File: src/rtl/sync_fifo_param_pkg.sv
// Shared definitions for the parametrised synchronous FIFO: read-mode constants
// and constant functions used when sizing pointers and checking parameters.
package sync_fifo_param_pkg;

  localparam int MODE_STD  = 0;
  localparam int MODE_FWFT = 1;

  function automatic int clog2(input int value);
    int n;
    n = 0;
    for (int v = value - 1; v > 0; v = v >> 1) n++;
    return n;
  endfunction

  function automatic bit is_pow2(input int value);
    return (value > 0) && ((value & (value - 1)) == 0);
  endfunction

endpackage

File: src/rtl/sync_fifo_ram.sv
// Storage array for sync_fifo_param: one synchronous write port and one
// asynchronous read port. Contents are deliberately not reset.
module sync_fifo_ram
  import sync_fifo_param_pkg::*;
#(
  parameter int DATA_WIDTH = 8,
  parameter int DEPTH      = 16
) (
  input  logic                      clk,
  input  logic                      we,
  input  logic [clog2(DEPTH)-1:0]   waddr,
  input  logic [DATA_WIDTH-1:0]     wdata,
  input  logic [clog2(DEPTH)-1:0]   raddr,
  output logic [DATA_WIDTH-1:0]     rdata
);

  logic [DATA_WIDTH-1:0] mem [DEPTH];

  always_ff @(posedge clk) begin
    if (we) mem[waddr] <= wdata;
  end

  assign rdata = mem[raddr];

endmodule

File: src/rtl/sync_fifo_param.sv
// Single-clock FIFO with programmable size, thresholds and standard or
// first-word-fall-through read mode; all status outputs are registered.
module sync_fifo_param
  import sync_fifo_param_pkg::*;
#(
  parameter int DATA_WIDTH = 8,
  parameter int DEPTH      = 16,
  parameter int AF_THRESH  = 14,
  parameter int AE_THRESH  = 2,
  parameter int FWFT       = MODE_STD
) (
  input  logic                    sys_clk,
  input  logic                    sys_rst_n,
  input  logic                    flush,
  input  logic                    clr_err,
  input  logic                    wr_en,
  input  logic [DATA_WIDTH-1:0]   din,
  input  logic                    rd_en,
  output logic [DATA_WIDTH-1:0]   dout,
  output logic                    full,
  output logic                    empty,
  output logic                    almost_full,
  output logic                    almost_empty,
  output logic [clog2(DEPTH):0]   count,
  output logic                    overflow,
  output logic                    underflow
);

  localparam int AW = clog2(DEPTH);
  localparam logic [AW:0] ONE  = (AW+1)'(1);
  localparam logic [AW:0] AF_C = (AW+1)'(AF_THRESH);
  localparam logic [AW:0] AE_C = (AW+1)'(AE_THRESH);

  // Elaboration-time legality checks; these do not produce hardware.
  if (DATA_WIDTH < 1) begin : g_bad_width
    $error("sync_fifo_param: DATA_WIDTH must be >= 1");
  end
  if (!is_pow2(DEPTH) || DEPTH < 4) begin : g_bad_depth
    $error("sync_fifo_param: DEPTH must be a power of two >= 4");
  end
  if (!(AE_THRESH >= 1 && AE_THRESH < AF_THRESH && AF_THRESH <= DEPTH - 1)) begin : g_bad_thresh
    $error("sync_fifo_param: need 1 <= AE_THRESH < AF_THRESH <= DEPTH-1");
  end

  logic [AW:0]           wr_ptr_q, wr_ptr_d, rd_ptr_q, rd_ptr_d, count_q, count_d;
  logic                  full_q, full_d, empty_q, empty_d;
  logic                  af_q, af_d, ae_q, ae_d;
  logic                  overflow_q, overflow_d, underflow_q, underflow_d;
  logic [DATA_WIDTH-1:0] dout_q, dout_d;
  logic                  wr_acc, rd_acc;
  logic [DATA_WIDTH-1:0] ram_rdata;

  always_comb begin
    wr_acc   = wr_en & ~full_q & ~flush;
    rd_acc   = rd_en & ~empty_q & ~flush;
    wr_ptr_d = wr_ptr_q;
    rd_ptr_d = rd_ptr_q;
    count_d  = count_q;
    dout_d   = dout_q;
    if (flush) begin
      wr_ptr_d = '0;
      rd_ptr_d = '0;
      count_d  = '0;
    end else begin
      if (wr_acc) wr_ptr_d = wr_ptr_q + ONE;
      if (rd_acc) rd_ptr_d = rd_ptr_q + ONE;
      case ({wr_acc, rd_acc})
        2'b10:   count_d = count_q + ONE;
        2'b01:   count_d = count_q - ONE;
        default: count_d = count_q;
      endcase
    end
    if (rd_acc) dout_d = ram_rdata;
    // Equal addresses with differing wrap bits means the array is full.
    full_d  = (wr_ptr_d[AW] != rd_ptr_d[AW]) && (wr_ptr_d[AW-1:0] == rd_ptr_d[AW-1:0]);
    empty_d = (wr_ptr_d == rd_ptr_d);
    af_d    = (count_d >= AF_C);
    ae_d    = (count_d <= AE_C);
    // A fresh error event outranks clr_err in the same cycle.
    overflow_d  = (wr_en & full_q & ~flush)  | (overflow_q  & ~clr_err);
    underflow_d = (rd_en & empty_q & ~flush) | (underflow_q & ~clr_err);
  end

  always_ff @(posedge sys_clk or negedge sys_rst_n) begin
    if (!sys_rst_n) begin
      wr_ptr_q    <= '0;
      rd_ptr_q    <= '0;
      count_q     <= '0;
      full_q      <= 1'b0;
      empty_q     <= 1'b1;
      af_q        <= 1'b0;
      ae_q        <= 1'b1;
      overflow_q  <= 1'b0;
      underflow_q <= 1'b0;
      dout_q      <= '0;
    end else begin
      wr_ptr_q    <= wr_ptr_d;
      rd_ptr_q    <= rd_ptr_d;
      count_q     <= count_d;
      full_q      <= full_d;
      empty_q     <= empty_d;
      af_q        <= af_d;
      ae_q        <= ae_d;
      overflow_q  <= overflow_d;
      underflow_q <= underflow_d;
      dout_q      <= dout_d;
    end
  end

  sync_fifo_ram #(
    .DATA_WIDTH (DATA_WIDTH),
    .DEPTH      (DEPTH)
  ) u_ram (
    .clk   (sys_clk),
    .we    (wr_acc),
    .waddr (wr_ptr_q[AW-1:0]),
    .wdata (din),
    .raddr (rd_ptr_q[AW-1:0]),
    .rdata (ram_rdata)
  );

  // FWFT shows the head word directly; an empty FIFO presents zero.
  if (FWFT == MODE_FWFT) begin : g_fwft
    assign dout = empty_q ? '0 : ram_rdata;
  end else begin : g_std
    assign dout = dout_q;
  end

  assign full         = full_q;
  assign empty        = empty_q;
  assign almost_full  = af_q;
  assign almost_empty = ae_q;
  assign count        = count_q;
  assign overflow     = overflow_q;
  assign underflow    = underflow_q;

endmodule

File: config.mk
export PLATFORM = sky130hd
export DESIGN_NAME = sync_fifo_param
export DESIGN_NICKNAME = d
export VERILOG_FILES = /design/src/rtl/sync_fifo_param_pkg.sv /design/src/rtl/sync_fifo_ram.sv /design/src/rtl/sync_fifo_param.sv
export SDC_FILE = /design/constraint.sdc
export NUM_CORES = 1
export LEC_CHECK = 0
export BUFFER_PORTS_ARGS = -buffer_cell sky130_fd_sc_hd__buf_2
export CORE_ASPECT_RATIO = 1.1
export CORE_MARGIN = 4
export CORE_UTILIZATION = 65
export DETAILED_ROUTE_END_ITERATION = 10
export HOLD_SLACK_MARGIN = 0.12
export PLACE_DENSITY = 0.86
export SYNTH_ARGS = -nofsm -noshare
export SYNTH_HDL_FRONTEND = slang
export SYNTH_SLANG_ARGS = --single-unit
File: constraint.sdc
create_clock -name sys_clk -period 3.78 [get_ports sys_clk]
set_clock_uncertainty 0.05 [all_clocks]
set_input_delay 0.567 -clock sys_clk [delete_from_list [all_inputs] [get_ports sys_clk]]
set_output_delay 0.567 -clock sys_clk [all_outputs]
set_load 0.01 [all_outputs]
==> run_summary.xml <==
<?xml version="1.0" encoding="UTF-8"?>
<metrics>
  <group name="outcome">
    <metric name="outcome" unit="">finished, final reports clean</metric>
  </group>
  <group name="synth">
    <metric name="synth_edf_count" unit="">128</metric>
    <metric name="synth-adder-area-share" unit="%">1.36</metric>
    <metric name="cell_taking_the_most_area_after_synthesis" unit="">edfxtp_1</metric>
    <metric name="synthMuxAreaShare" unit="%">14.3</metric>
    <metric name="syn_avg_cell_area" unit="um2">17.9</metric>
    <metric name="sequential_share_of_the_synthesized_area" unit="%">71.0</metric>
    <metric name="synth.most_common_cell" unit="">edfxtp_1</metric>
    <metric name="unique_masters_post_synth" unit="">44</metric>
    <metric name="compound_gate_fraction_of_synth_area" unit="%">2.31</metric>
    <metric name="post_synth_most_frequent_cells" unit="">edfxtp_1 (128), mux4_2 (40), nand2_1 (32)</metric>
    <metric name="combinational_family_with_the_most_area_after_synthesis" unit="">multiplexers</metric>
    <metric name="main_area_contributors_after_synthesis" unit="">edfxtp_1 (60%), mux4_2 (14%), dfrtp_1 (10%)</metric>
    <metric name="synth_simple_gate_area_share" unit="%">7.15</metric>
    <metric name="netlist_instances" unit="">360</metric>
    <metric name="ys_warn_count" unit="">0</metric>
    <metric name="synth_top_flop_cell" unit="">edfxtp_1</metric>
    <metric name="synth_largest_type_area_fraction" unit="%">59.7</metric>
    <metric name="ys_seq_elements" unit="">157</metric>
    <metric name="synth_async_sr_flop_share" unit="%">18.5</metric>
    <metric name="combined_area_of_all_synthesized_cells" unit="um2">6440</metric>
    <metric name="synthesis.nets" unit="">381</metric>
    <metric name="yosys.area_share.xor_xnor" unit="%">2.04</metric>
  </group>
  <group name="worst_hold_path">
    <metric name="hold_path_class" unit="">in -&gt; reg</metric>
  </group>
  <group name="global_route">
    <metric name="grt_antenna_before_repair" unit="">0</metric>
    <metric name="grt-busiest-layer" unit="">met2</metric>
    <metric name="grt.total_usage" unit="%">24.3</metric>
    <metric name="grtUsageMet3" unit="%">8.20</metric>
    <metric name="grt_overflow" unit="">0</metric>
    <metric name="grt_pass1_wl" unit="um">20300</metric>
    <metric name="groute.layer.met2.usage" unit="%">37.9</metric>
    <metric name="grt_util_met1" unit="%">33.6</metric>
    <metric name="grt_max_degree" unit="">34</metric>
    <metric name="first_global_vias" unit="">3567</metric>
  </group>
  <group name="finish">
    <metric name="drive_gt1_share" unit="%">27.9</metric>
    <metric name="antenna-diode-count" unit="">0</metric>
    <metric name="fill_cells" unit="">495</metric>
    <metric name="regArea" unit="um2">4570</metric>
    <metric name="multi_input_comb_area" unit="um2">1750</metric>
    <metric name="design.final.nets" unit="">420</metric>
    <metric name="final_util" unit="%">76.8</metric>
    <metric name="area_delta_synth_final" unit="%">13.7</metric>
  </group>
  <group name="clock_network">
    <metric name="ctsLongestPathBuffers" unit="">2</metric>
    <metric name="setup_buffers_after_cts" unit="">0</metric>
    <metric name="clock_sink_total" unit="">157</metric>
    <metric name="clk_transition_reported_paths" unit="ns">0.06</metric>
    <metric name="cts_tree" unit="">yes</metric>
    <metric name="cts_buffers" unit="">17</metric>
    <metric name="clock_tree.root_cell" unit="">clkbuf_8</metric>
    <metric name="clock_latency" unit="ns">0.53</metric>
    <metric name="cts_repair_resize_count" unit="">0</metric>
    <metric name="cts-htree-levels" unit="">4</metric>
  </group>
  <group name="die">
    <metric name="number_of_standard_cell_rows_in_the_floorplan" unit="">37</metric>
    <metric name="io-pin-count" unit="">33</metric>
    <metric name="design.die.area" unit="um2">11600</metric>
    <metric name="core_area" unit="um2">9540</metric>
    <metric name="die_width" unit="um">103</metric>
    <metric name="floorplan.die.height" unit="um">112</metric>
    <metric name="initial_cell_density_of_the_core" unit="%">67.6</metric>
  </group>
  <group name="place">
    <metric name="port_buffers" unit="">32</metric>
    <metric name="place_hpwl" unit="um">7700</metric>
    <metric name="final_weighted_congestion_of_routability_driven_global_placement" unit="">0.826</metric>
  </group>
  <group name="worst_setup_path">
    <metric name="crit_chain" unit="">or3b_1 &gt; clkinv_4 &gt; nand2_4 &gt; xnor2_1 &gt; ha_1 &gt; a21o_1 &gt; and3_1 &gt; or4_1 &gt; a21oi_1 &gt; nand2_1 &gt; o22ai_1</metric>
    <metric name="critPathRequiredTime" unit="ns">4.17</metric>
    <metric name="crit_path_end_kind" unit="">flip-flop</metric>
    <metric name="cp-start-kind" unit="">flip-flop</metric>
    <metric name="worstSetupPathType" unit="">reg -&gt; reg</metric>
    <metric name="slowest_stage" unit="">dfstp_2</metric>
    <metric name="data_arrival_at_the_endpoint_of_the_critical_path" unit="ns">3.38</metric>
    <metric name="worst-path-max-fanout" unit="">16</metric>
    <metric name="biggest_cell_delay_along_the_critical_path" unit="ns">0.55</metric>
  </group>
  <group name="routing">
    <metric name="detail_routed_via_count_per_cell" unit="">6.39</metric>
    <metric name="drc_errors" unit="">0</metric>
    <metric name="initial_drc_count" unit="">376</metric>
    <metric name="first_pass_detailed_route_iteration_total" unit="">5</metric>
    <metric name="antenna_violating_nets_post_route" unit="">0</metric>
    <metric name="route.final.wire_length" unit="um">12700</metric>
    <metric name="routed_wire_length_per_instance" unit="um">24.1</metric>
    <metric name="route.vias.total" unit="">3379</metric>
  </group>
  <group name="sta">
    <metric name="max_slew_margin" unit="%">43.7</metric>
    <metric name="tightestPinTransition" unit="ns">0.841</metric>
    <metric name="grt_setup_unrepaired" unit="">false</metric>
    <metric name="fmax" unit="MHz">335</metric>
    <metric name="final_max_slew_viol_count" unit="">0</metric>
    <metric name="fin_crit_sh" unit="%">79.0</metric>
    <metric name="setup-tns-final" unit="ns">0</metric>
    <metric name="post-route-min-period" unit="ns">2.99</metric>
    <metric name="report.final.setup_viol" unit="">0</metric>
    <metric name="timing.final.hold_violations" unit="">0</metric>
  </group>
  <group name="pwr">
    <metric name="cellPowerDensity" unit="nW/um2">567</metric>
    <metric name="leakagePower" unit="uW">0.00258</metric>
    <metric name="vdd.ir_drop.worst" unit="mV">0.351</metric>
  </group>
  <group name="job">
    <metric name="max-cap-violations" unit="">0</metric>
  </group>
</metrics>
-- sequential cells by signal, indices dropped and copies added, names as in the netlist --
signal and count:
u_ram.mem 128, dout 8, count 5, rd_ptr_q 5, wr_ptr_q 5, almost_empty 1
almost_full 1, empty 1, full 1, overflow 1, underflow 1
-- layout make-up --
| type | count | share of cell area [%] |
|---|---|---|
| flip-flops and latches | 157 | 62.4 |
| multi-input cells | 177 | 23.9 |
| clock buffers | 17 | 5.65 |
| repair buffers | 39 | 2.94 |
| clock inverters | 15 | 2.65 |
| well taps | 117 | 2.00 |
| inverters | 7 | 0.427 |
-- power by group --
| part | total (uW) | leakage, uW | switching (uW) | internal (uW) |
|---|---|---|---|---|
| sequential | 1980 | 0.00153 | 41.9 | 1940 |
| clock | 1740 | 0.000297 | 672 | 1070 |
| combinational | 428 | 0.000750 | 235 | 194 |
| total | 4160 | 0.00258 | 948 | 3210 |
-- logic make-up after synthesis --
logic type | Yosys count
adder cells (fa/ha/maj) | 7
XOR/XNOR | 15
buffers and inverters | 26
AND/OR/NAND/NOR | 93
AO/OA/AOI/OAI | 20
flip-flops | 157
multiplexers | 42
-- repair_timing --
item                       in CTS  in global routing
setup endpoints to repair       0                  0
hold buffers                    1                  0
hold endpoints to repair       27                  0
-- metrics by stage --
step | hold slack [ns] | cells | total power, uW | setup slack, ns | area [um2]
2_1_floorplan | 0.221 | 360 | 2300 | 1.04 | 6440
3_3_place_gp | 0.410 | 496 | 2430 | 0.670 | 6710
3_5_place_dp | 0.408 | 496 | 2450 | 0.574 | 6710
4_1_cts | 0.163 | 529 | 4180 | 0.825 | 7320
5_1_grt | 0.169 | 529 | 4320 | 0.699 | 7320
6_report | 0.182 | 529 | 4160 | 0.794 | 7320
-- metal layers --
metal	wire length, um	share of wire [%]	up-vias
li1	-	-	1471
met2	6560	51	150
met3	896	7.0	18
met5	0	0	-
met1	5090	40	1740
met4	195	1.5	0
-- worst max-delay path: cells and delay by family (launching register included) --
| kind | cells | cell delay [ns] |
|---|---|---|
| compound gates | 3 | 0.53 |
| xor+xnor | 1 | 0.08 |
| fa+ha+maj | 1 | 0.19 |
| buf+inv | 1 | 0.23 |
| flops | 1 | 0.55 |
| simple gates | 5 | 1.27 |
-- cell usage in the layout, fill, tap and decap left out, types with 6 or more instances in the layout --
cell type / Yosys / final
nor2_1: 21 / 21
xnor2_1: 9 / 9
dfrtp_1: 27 / 26
and2_1: 11 / 11
xor2_1: 6 / 6
nand2b_1: 6 / 6
nand2_1: 32 / 32
buf_2: 5 / 32
buf_4: 1 / 6
edfxtp_1: 128 / 128
mux4_2: 40 / 40
clkbuf_16: 0 / 16
ha_1: 7 / 7
inv_1: 6 / 6
-- path summary, 6_finish.rpt --
kind	endpoint	slack [ns]	from	cells after the start
max in group asynchronous	rd_ptr_q[0]	2.65	sys_rst_n	2
setup reg to reg	almost_full	0.79	empty	11
hold / removal	overflow	0.18	clr_err	2
setup / recovery	almost_full	0.79	empty	11
min in group asynchronous	dout[6]	0.56	sys_rst_n	2
hold reg to reg	dout[7]	0.42	dout[7]	2
No activity file was read; power rests on OpenSTA's default activity.
